$ cat config.mk
export PLATFORM = sky130hd
export DESIGN_NAME = iomem_arbiter
export DESIGN_NICKNAME = d
export VERILOG_FILES = /design/src/rtl/iomem_arbiter.sv
export SDC_FILE = /design/constraint.sdc
export NUM_CORES = 1
export LEC_CHECK = 0
export ABC_AREA = 1
export CAP_MARGIN = 20
export CORE_AREA = 8 8 116 118
export CTS_CLUSTER_DIAMETER = 80
export DETAILED_ROUTE_END_ITERATION = 10
export DIE_AREA = 0 0 124 126
export PLACE_DENSITY = 0.65
export SYNTH_ARGS = -nofsm -noshare
export SYNTH_HDL_FRONTEND = slang
export SYNTH_SLANG_ARGS = --single-unit
export TNS_END_PERCENT = 50
$ cat constraint.sdc
create_clock -name clk -period 1.8 [get_ports clk]
set_input_delay 0.36 -clock clk [delete_from_list [all_inputs] [get_ports clk]]
set_output_delay 0.36 -clock clk [all_outputs]
set_load 0.02 [all_outputs]
$ cat src/rtl/iomem_arbiter.sv
// Two-master round-robin arbiter for the PicoSoC iomem bus.
// One outstanding transfer, watchdog completes hung transfers.
module iomem_arbiter #(
    parameter int unsigned TIMEOUT_CYCLES = 255,
    parameter logic [31:0] TIMEOUT_RDATA  = 32'hDEAD_BEEF
) (
    input  logic        clk,
    input  logic        reset,
    input  logic        m0_valid,
    output logic        m0_ready,
    input  logic [3:0]  m0_wstrb,
    input  logic [31:0] m0_addr,
    input  logic [31:0] m0_wdata,
    output logic [31:0] m0_rdata,
    input  logic        m1_valid,
    output logic        m1_ready,
    input  logic [3:0]  m1_wstrb,
    input  logic [31:0] m1_addr,
    input  logic [31:0] m1_wdata,
    output logic [31:0] m1_rdata,
    output logic        s_valid,
    input  logic        s_ready,
    output logic [3:0]  s_wstrb,
    output logic [31:0] s_addr,
    output logic [31:0] s_wdata,
    input  logic [31:0] s_rdata,
    output logic        grant,
    output logic        timeout_err,
    input  logic        timeout_clr
);

    localparam int CW = (TIMEOUT_CYCLES > 0) ?
                        $clog2(TIMEOUT_CYCLES + 1) : 1;
    localparam logic [CW-1:0] TO_LAST = (TIMEOUT_CYCLES > 0) ?
                                        CW'(TIMEOUT_CYCLES - 1) : '0;
    localparam bit TO_EN = (TIMEOUT_CYCLES != 0);

    typedef enum logic {IDLE, BUSY} state_t;

    state_t        state;
    logic [CW-1:0] cnt;
    logic          busy;
    logic          to_hit;
    logic          done;

    assign busy   = (state == BUSY);
    // s_ready has priority over the watchdog in the same cycle
    assign to_hit = TO_EN && busy && !s_ready && (cnt == TO_LAST);
    assign done   = busy && (s_ready || to_hit);

    assign s_valid = busy;
    assign s_wstrb = grant ? m1_wstrb : m0_wstrb;
    assign s_addr  = grant ? m1_addr  : m0_addr;
    assign s_wdata = grant ? m1_wdata : m0_wdata;

    assign m0_ready = done && !grant;
    assign m1_ready = done &&  grant;
    assign m0_rdata = (to_hit && !grant) ? TIMEOUT_RDATA : s_rdata;
    assign m1_rdata = (to_hit &&  grant) ? TIMEOUT_RDATA : s_rdata;

    // Arbitration FSM: pick a winner in IDLE, hold it until completion
    always_ff @(posedge clk) begin
        if (reset) begin
            state <= IDLE;
            grant <= 1'b1;
            cnt   <= '0;
        end else begin
            case (state)
                IDLE: begin
                    if (m0_valid || m1_valid) begin
                        state <= BUSY;
                        cnt   <= '0;
                        if (m0_valid && m1_valid)
                            grant <= ~grant;
                        else
                            grant <= m1_valid;
                    end
                end
                BUSY: begin
                    if (done)
                        state <= IDLE;
                    else if (TO_EN)
                        cnt <= cnt + 1'b1;
                end
                default: state <= IDLE;
            endcase
        end
    end

    // Sticky timeout flag; a new timeout beats a clear
    always_ff @(posedge clk) begin
        if (reset)
            timeout_err <= 1'b0;
        else if (to_hit)
            timeout_err <= 1'b1;
        else if (timeout_clr)
            timeout_err <= 1'b0;
    end

endmodule

# Word level (Yosys, flattened, before mapping)
# Index checks and enable logic that the tools add are counted.
[word_totals]
regBits = 11
input_bits = 174
output_inout_bits = 137
elab_cells = 39
[op_classes]
n_addsub = 1
n_eq_ne = 3
n_mux = 14
n_bitwise = 2
n_reduce_logical = 15
[op_table]
columns = ["cell", "n"]
rows = [
  ["two-way mux 32 bit", 4],
  ["two-way mux 8 bit", 2],
  ["case mux 8 bit (2 select lines)", 1],
  ["adder 8 x 1 -> 8 bit (second input constant)", 1],
  ["equality test 8 bit (second input constant)", 1],
  ["logical AND 1 bit", 8],
  ["two-way mux 1 bit", 5],
  ["two-way mux 4 bit", 1],
  ["!= test 2 bit (second input constant)", 2],
  ["AND reduction 2 bit", 2],
  ["logical NOT 1 bit", 2],
  ["logical OR 1 bit", 2],
  ["NOT 1 bit", 2],
  ["case mux 1 bit (2 select lines)", 1],
  ["nonzero test 2 bit", 1],
]

# Logic depth before layout (Yosys ltp)
# Gate-level depths: netlist of the first run.
[depth]
ltp_word = 7
depth_mapped = 10
mapped_depth_nobuf = 10

# Worst setup path after synthesis of the first run
# Ideal clock, no wire load.
[synth_timing]
path_kind = "reg-to-output"
start = "register cnt[0]"
end = "output m0_rdata[10]"
t_arrival_ps = 1387
required_time_ps = 1440
setup_slack_ps = 53
path_stages_with_launch = 10
n_path_buf = 1
path_cell_list = "dfxtp_1 inv_1 ha_1 inv_1 nor2_2 nand3_4 nor2_8 inv_4 buf_6 nand2_1"
[synth_between]
elab_chain_len = 4
[synth_lines]
columns = ["element", "line_no", "rtl"]
rows = [
  ["start, declared", "41", "logic [CW-1:0] cnt;"],
  ["start signal, assigned", "83", "cnt <= cnt + 1'b1;"],
  ["equality test 8 bit", "48", "assign to_hit = TO_EN && busy && !s_ready && (cnt == TO_LAST);"],
  ["logical AND 1 bit", "48", ""],
  ["logical AND 1 bit", "58", "assign m0_rdata = (to_hit && !grant) ? TIMEOUT_RDATA : s_rdata;"],
  ["two-way mux 32 bit", "58", ""],
  ["end, declared", "14", "output logic [31:0] m0_rdata,"],
]
# Every way passes these cells.

# Worst setup path in the final report of the first run
[layout_timing]
start = "register cnt[0]"
end = "output m0_rdata[7]"
# The elaborated chain is that of the path after synthesis.

==> reports/qor.txt, run 1 <==
R2R cell count: 15
CTS Root Cell: clkbuf_16
RSZ-0062 raised after global routing: yes
Clock transition at path regs: 40 ps
First-pass GRT wire length: 20.9 mm
Syn-to-layout area delta: 208%
Startpoint Class: register
Router iterations before antenna repair: 4
Gpl congestion: 0.814
Core area: 0.0117 sq mm
Final worst-path cycle share: 110%
CTS HTree Levels: 1
Antenna Cells: 0
Overall Global Routing Usage: 16.7%
Synth Area in Simple Gates: 68.5%
Library cells used by synthesis: 21
FF+latch count, synth: 11
Pre-CTS setup slack: -678 ps
Largest family of logic cells by synthesized area: simple AND/OR/NAND/NOR gates
Smallest setup slack after layout: -186 ps
Initial antenna violation count: 0
Pins Over Slew Limit: 0
Sequential fraction of the synthesis area: 11.4%
Worst EP arrival: 1630 ps
Port buffer count: 310
DR WL/cell: 16.3 um
Most frequent cells in the layout: 235 x nand2_1, 174 x clkdlybuf4s50_1, 72 x buf_6
Rows: 40
Setup TNS: -9560 ps
Sink Count: 11
Maximum VDD drop: 0.236 mV
Tightest Pin Transition: 277 ps
Starting Density: 16.5%
Final setup violation count: 67
CP max FO: 6
Mapped Avg Cell Area: 4.57 sq um
CP Capture Type: output pin
Post-synthesis cell count: 422
Die width: 124 um
Worst R2R Setup Slack: -10 ps
Critical R2R Capture: cnt[7]
Hold depth: 2
Leakage: 0.00301 uW
Nets: 941
Number of hold violations in the final report: 0
Final ANT Viol Nets: 0
Period minus WS final: 1990 ps
Pin count of the biggest net entering global routing: 34
Clock skew: 1.45 ps
XOR/XNOR share of the synthesized area: 0%
Total power: 2450 uW
Final WL: 14.8 mm
Fmax: 503 MHz
CTS tree: built
I/O Pins: 311
Post-CTS Hold Fix Bufs: 0
Post-synthesis adder-cell area fraction: 1.30%
Vias: 3824
Clock Latency Late Sink: 240 ps
Worst hold endpoint: timeout_err
Max-Cap Viols: 0
DRC violations left: 0
Commonest non-fill, non-tap cell in the layout: nand2_1
Status: finished with violations
Vias in the first global route: 3877
Syn nets: 598
RR Startpoint: cnt[0]
Crit Path Category: register to output pin
Layout cell share with drive strength beyond 1: 31.7%
Hold_sp: timeout_err
Power per cell area: 411 mW/mm^2
Fraction of synthesized area in multiplexers: 0%
Initial DRC count: 120
Cell Area, Synth: 0.00193 sq mm
Max_slew headroom: 81.4%
Synthesis warning total: 0
Total congestion overflow: 0
Violated checks: negative setup slack
Synth Area in Compound Gates: 3.37%
Clock Path Buffers: 2
CTS Buf Count: 3
Hold crit path type: register to register
DP Wirelength: 12.0 mm
Overall die area: 0.0156 sq mm
Critical Path RT: 1440 ps
Die Y: 126 um
Via density per instance: 4.20
-- flip-flops by register name (all words and copies together), names as in the netlist --
name         count
timeout_err      1
cnt              8
grant            1
s_valid          1
-- cells by family (layout without fill, tap and decap cells) --
| family | Yosys count | after routing |
|---|---|---|
| fa+ha+maj | 2 | 2 |
| buf+inv | 69 | 411 |
| flops | 11 | 11 |
| compound gates | 13 | 13 |
| simple gates | 327 | 327 |
-- where the power goes --
| group | switching, uW | internal (uW) |
|---|---|---|
| clock network | 107 | 297 |
| logic | 891 | 882 |
| registers | 11.4 | 258 |
-- worst max-delay path by stage --
stage	end	slack (ps)	depth (start not counted)	startpoint
3_3_place_gp	m1_rdata[19]	-660	7	s_ready
2_1_floorplan	m0_rdata[10]	50	9	cnt[0]
3_5_place_dp	m0_rdata[27]	-680	7	s_ready
5_1_grt	m0_rdata[7]	-260	10	cnt[0]
6_report	m0_rdata[7]	-190	10	cnt[0]
4_1_cts	m0_rdata[18]	-220	10	cnt[0]
-- cells in the mapped netlist (all sizes together) --
| cell | n | area (sq um) |
|---|---|---|
| nand2 | 282 | 1070 |
| o21ai | 6 | 30.0 |
| buf | 7 | 60.1 |
| clkbuf | 12 | 45.0 |
| and2 | 1 | 6.26 |
| inv | 50 | 193 |
| ha | 2 | 25.0 |
| dfxtp | 11 | 220 |
| nor2 | 30 | 163 |
| nand3 | 12 | 72.6 |
| a21oi | 7 | 35.0 |
| nand3b | 2 | 15.0 |
-- layout make-up --
class	instances	area, sq um
fill	1108	5760
timing repair buffer	352	3470
multi-input combinational	342	1720
sequential	11	226
inverter	50	210
tap	147	184
clock buffer	4	78.8
timing repair inverter	5	68.8
-- per-stage QoR --
stage	cell area (sq um)	util [%]	cells	hold slack, ps
2_1_floorplan	1930	-	422	429
3_3_place_gp	5360	45.7	889	466
3_5_place_dp	5360	45.7	889	483
4_1_cts	5750	49.1	906	489
5_1_grt	5950	50.8	911	506
6_report	5950	50.8	911	483
-- repair_timing --
item	4_1_cts	5_1_grt
endpoints found under the setup margin	131	123
setup buffers	10	3
cloned	3	2
endpoints found under the hold margin	0	0
gates resized for setup	558	125
pin swaps	9	4
-- critical path, cell delays in order (launching register included) --
cell and delay [ps]:
dfxtp_2 320, inv_2 70, ha_4 130, inv_2 40
nor2_4 100, nand3_4 150, nor2_8 170, buf_12 180
inv_12 60, nand2_4 60, buf_6 110
-- metal layers --
layer,wire length [um],track usage [%],part of all wire (%),vias to the layer above
li1,-,-,-,1914
met1,5250,16.2,35,1691
met2,7880,33.0,53,203
met3,1460,4.96,9.9,16
met4,242,3.99,1.6,0
met5,0,0,0,-
Note: power is estimated with default switching activity, not from simulation.
==> run 2, diff against run 1 <==
--- a/config.mk
+++ b/config.mk
@@ -7,11 +7,12 @@
 export LEC_CHECK = 0
 export ABC_AREA = 1
 export CAP_MARGIN = 20
-export CORE_AREA = 8 8 116 118
+export CORE_AREA = 8 8 113 115
 export CTS_CLUSTER_DIAMETER = 80
 export DETAILED_ROUTE_END_ITERATION = 10
-export DIE_AREA = 0 0 124 126
-export PLACE_DENSITY = 0.65
+export DIE_AREA = 0 0 121 123
+export PLACE_DENSITY = 0.68
+export SLEW_MARGIN = 30
 export SYNTH_ARGS = -nofsm -noshare
 export SYNTH_HDL_FRONTEND = slang
 export SYNTH_SLANG_ARGS = --single-unit
==> constraint.sdc (replaced) <==
create_clock -name clk -period 2.56 [get_ports clk]
set_input_delay 0.512 -clock clk [delete_from_list [all_inputs] [get_ports clk]]
set_output_delay 0.512 -clock clk [all_outputs]
set_load 0.02 [all_outputs]
==> run 2 against run 1 <==
The flow now finishes without violations. Routed wire length fell by 13%. Worst hold slack improved by 11 ps. Total power decreased by 33%. Final cell count down 4.3%. Clock-buffer cell count did not move. Clock skew grew 1.4 ps. Critical path depth down 3. Critical path type is now input port to output pin. Largest power group unchanged. Die area decreased by 4.7%.
==> reports/qor.txt, run 2 (same netlist as run 1, synthesis figures left out) <==
Core area: 0.0111 sq mm (-5.4%)
Period minus WS final: 2470 ps
I/O Pins: 311 (unchanged)
CP max FO: 24 (+18)
Tightest Pin Transition: 368 ps (+90.7 ps)
Hold crit path type: register to register
CTS Buf Count: 3 (unchanged)
Final setup violation count: 0 (-100%)
CP Capture Type: output pin
CP delay by family, top: buffers and inverters
CTS tree: built
DRC violations left: 0 (unchanged)
Crit Path Category: input port to output pin
Leakage: 0.00267 uW (-11%)
Post-placement cell area: 0.00523 sq mm (-2.4%)
Die Y: 123 um (-2.4%)
Worst R2R Setup Slack: 1030 ps (+1040 ps)
Slowest stage cell, crit path: clkdlybuf4s50_1
Initial DRC count: 83 (-31%)
Status: complete, no violations
Final ANT Viol Nets: 0 (unchanged)
Most frequent cells in the layout: 279 x nand2_1, 241 x clkdlybuf4s50_1, 46 x inv_1
CTS HTree Levels: 1 (unchanged)
Critical R2R Capture: cnt[4]
Number of flip-flops in the largest register: 8 (unchanged)
Met1 wire length: 4.46 mm (-15%)
Vias: 3553 (-7.1%)
Vias in the first global route: 3556 (-8.3%)
Max-Cap Viols: 0 (unchanged)
Final worst-path cycle share: 96.6%
Crit path launch: s_ready
RSZ-0062 raised after global routing: no
Max_slew headroom: 75.5% (-6.0 points)
Startpoint Class: input port
Total power: 1640 uW (-33%)
CP Depth: 7 (-3)
Fillers: 1151 (+3.9%)
R2R cell count: 9 (-6)
Sink Count: 11 (unchanged)
Starting Density: 17.4% (+0.94 points)
Met3 WL: 1.71 mm (+17%)
Rows: 39 (-2.5%)
Sum of buffers and inverters on the critical path: 3 (-2)
Largest reg by FF count: cnt
Pin count of the biggest net entering global routing: 40 (+18%)
Clock transition at path regs: 40 ps (about the same)
Nets: 906 (-3.7%)
Initial antenna violation count: 0 (unchanged)
Overall Global Routing Usage: 15.8% (-0.93 points)
CP Cell Sequence: clkdlybuf4s50_1 > nor2_4 > nand3_4 > nor2_8 > inv_4 > nand2_1 > dlygate4sd2_1
DP Wirelength: 11.5 mm (-4.1%)
Smallest setup slack after layout: 87.9 ps (+274 ps)
Clock Path Buffers: 2 (unchanged)
Pre-CTS setup slack: -264 ps (+414 ps)
Finished Layout Cells: 872 (-4.3%)
Setup TNS: 0 ps (+9560 ps)
Final WL: 12.9 mm (-13%)
Syn-to-layout area delta: 168%
First-pass GRT wire length: 18.9 mm (-9.5%)
DR WL/cell: 14.8 um (-9.2%)
Crit path capture: m0_rdata[3]
Pins Over Slew Limit: 0 (unchanged)
CTS Root Cell: clkbuf_16
Die width: 121 um (-2.4%)
Worst path max stage delay: 450 ps (+130 ps)
Layout cell share with drive strength beyond 1: 7.68% (-24 points)
Antenna Cells: 0 (unchanged)
Worst EP arrival: 1960 ps (+330 ps)
Overall die area: 0.0149 sq mm (-4.7%)
Number of hold violations in the final report: 0 (unchanged)
Power per cell area: 318 mW/mm^2 (-23%)
Fin area: 0.00516 sq mm (-13%)
Total congestion overflow: 0 (unchanged)
RR Startpoint: cnt[1]
Router iterations before antenna repair: 4 (unchanged)
Post-CTS Hold Fix Bufs: 0 (unchanged)
Hold_sp: timeout_err
Commonest non-fill, non-tap cell in the layout: nand2_1
Clock skew: 2.89 ps (+1.43 ps)
Top Metal Used: met4
Placed insts: 866 (-2.6%)
Clock Latency Late Sink: 240 ps (about the same)
Gpl congestion: 0.835 (+2.6%)
Maximum VDD drop: 0.179 mV (-24%)
Critical Path RT: 2050 ps (+610 ps)
Via density per instance: 4.07 (-2.9%)
Port buffer count: 310 (unchanged)
Fmax: 405 MHz
Metal2 WL: 6.63 mm (-16%)
==> run 2: cell types whose count changed in the layout (fill, tap and decap cells not counted), sizes merged <==
| cell | before | now |
|---|---|---|
| clkbuf | 29 | 28 |
| buf | 113 | 15 |
| clkinv | 1 | 0 |
| clkdlybuf4s15 | 33 | 14 |
| dlygate4sd2 | 7 | 28 |
| inv | 54 | 50 |
| clkdlybuf4s50 | 174 | 241 |
==> run 2: timing repair <==
item | in CTS | in global routing
gates resized for setup | 66 | 62
endpoints found under the setup margin | 66 | 54
pin swaps | 0 | 2
setup buffers | 0 | 2
==> run 2: stage by stage <==
step / hold slack (ps) / utilization, %
CTS: 501 / 47.1
global placement: 486 / 47.2
detailed placement: 493 / 47.2
finish: 494 / 46.6
global route: 532 / 46.6
floorplan: 450 / -
==> run 2: where the power goes <==
part	internal, uW	switching (uW)
Sequential	181	8.14
Combinational	596	571
Clock	209	78.3
Total	986	657
==> run 2: worst min-delay path by stage <==
stage                             end  slack (ps)  cells after the start
after floorplan                cnt[0]         450                      1
after global routing      timeout_err         530                      2
final                     timeout_err         490                      2
after CTS                      cnt[2]         500                      2
after detailed placement       cnt[2]         490                      2
after global placement         cnt[2]         490                      2
==> run 2: cell type report <==
| type | instances | area (sq um) | area share (%) |
|---|---|---|---|
| Timing Repair Buffer | 322 | 3080 | 59.6 |
| Multi-Input combinational cell | 342 | 1410 | 27.3 |
| Sequential cell | 11 | 221 | 4.29 |
| Inverter | 50 | 193 | 3.73 |
| Tap cell | 143 | 179 | 3.46 |
| Clock buffer | 4 | 78.8 | 1.53 |
==> run 2: tightest hold or removal path: stages, from the launching register on <==
cell,delay [ps]
dfxtp_1,310
nand2_1,80
a21oi_1,60
==> run 2: per-layer routing <==
layer | vias up | global-route usage, %
li1 | 1844 | -
met1 | 1510 | 15.4
met2 | 193 | 29.9
met3 | 6 | 7.49
met4 | 0 | 2.97
met5 | - | 0
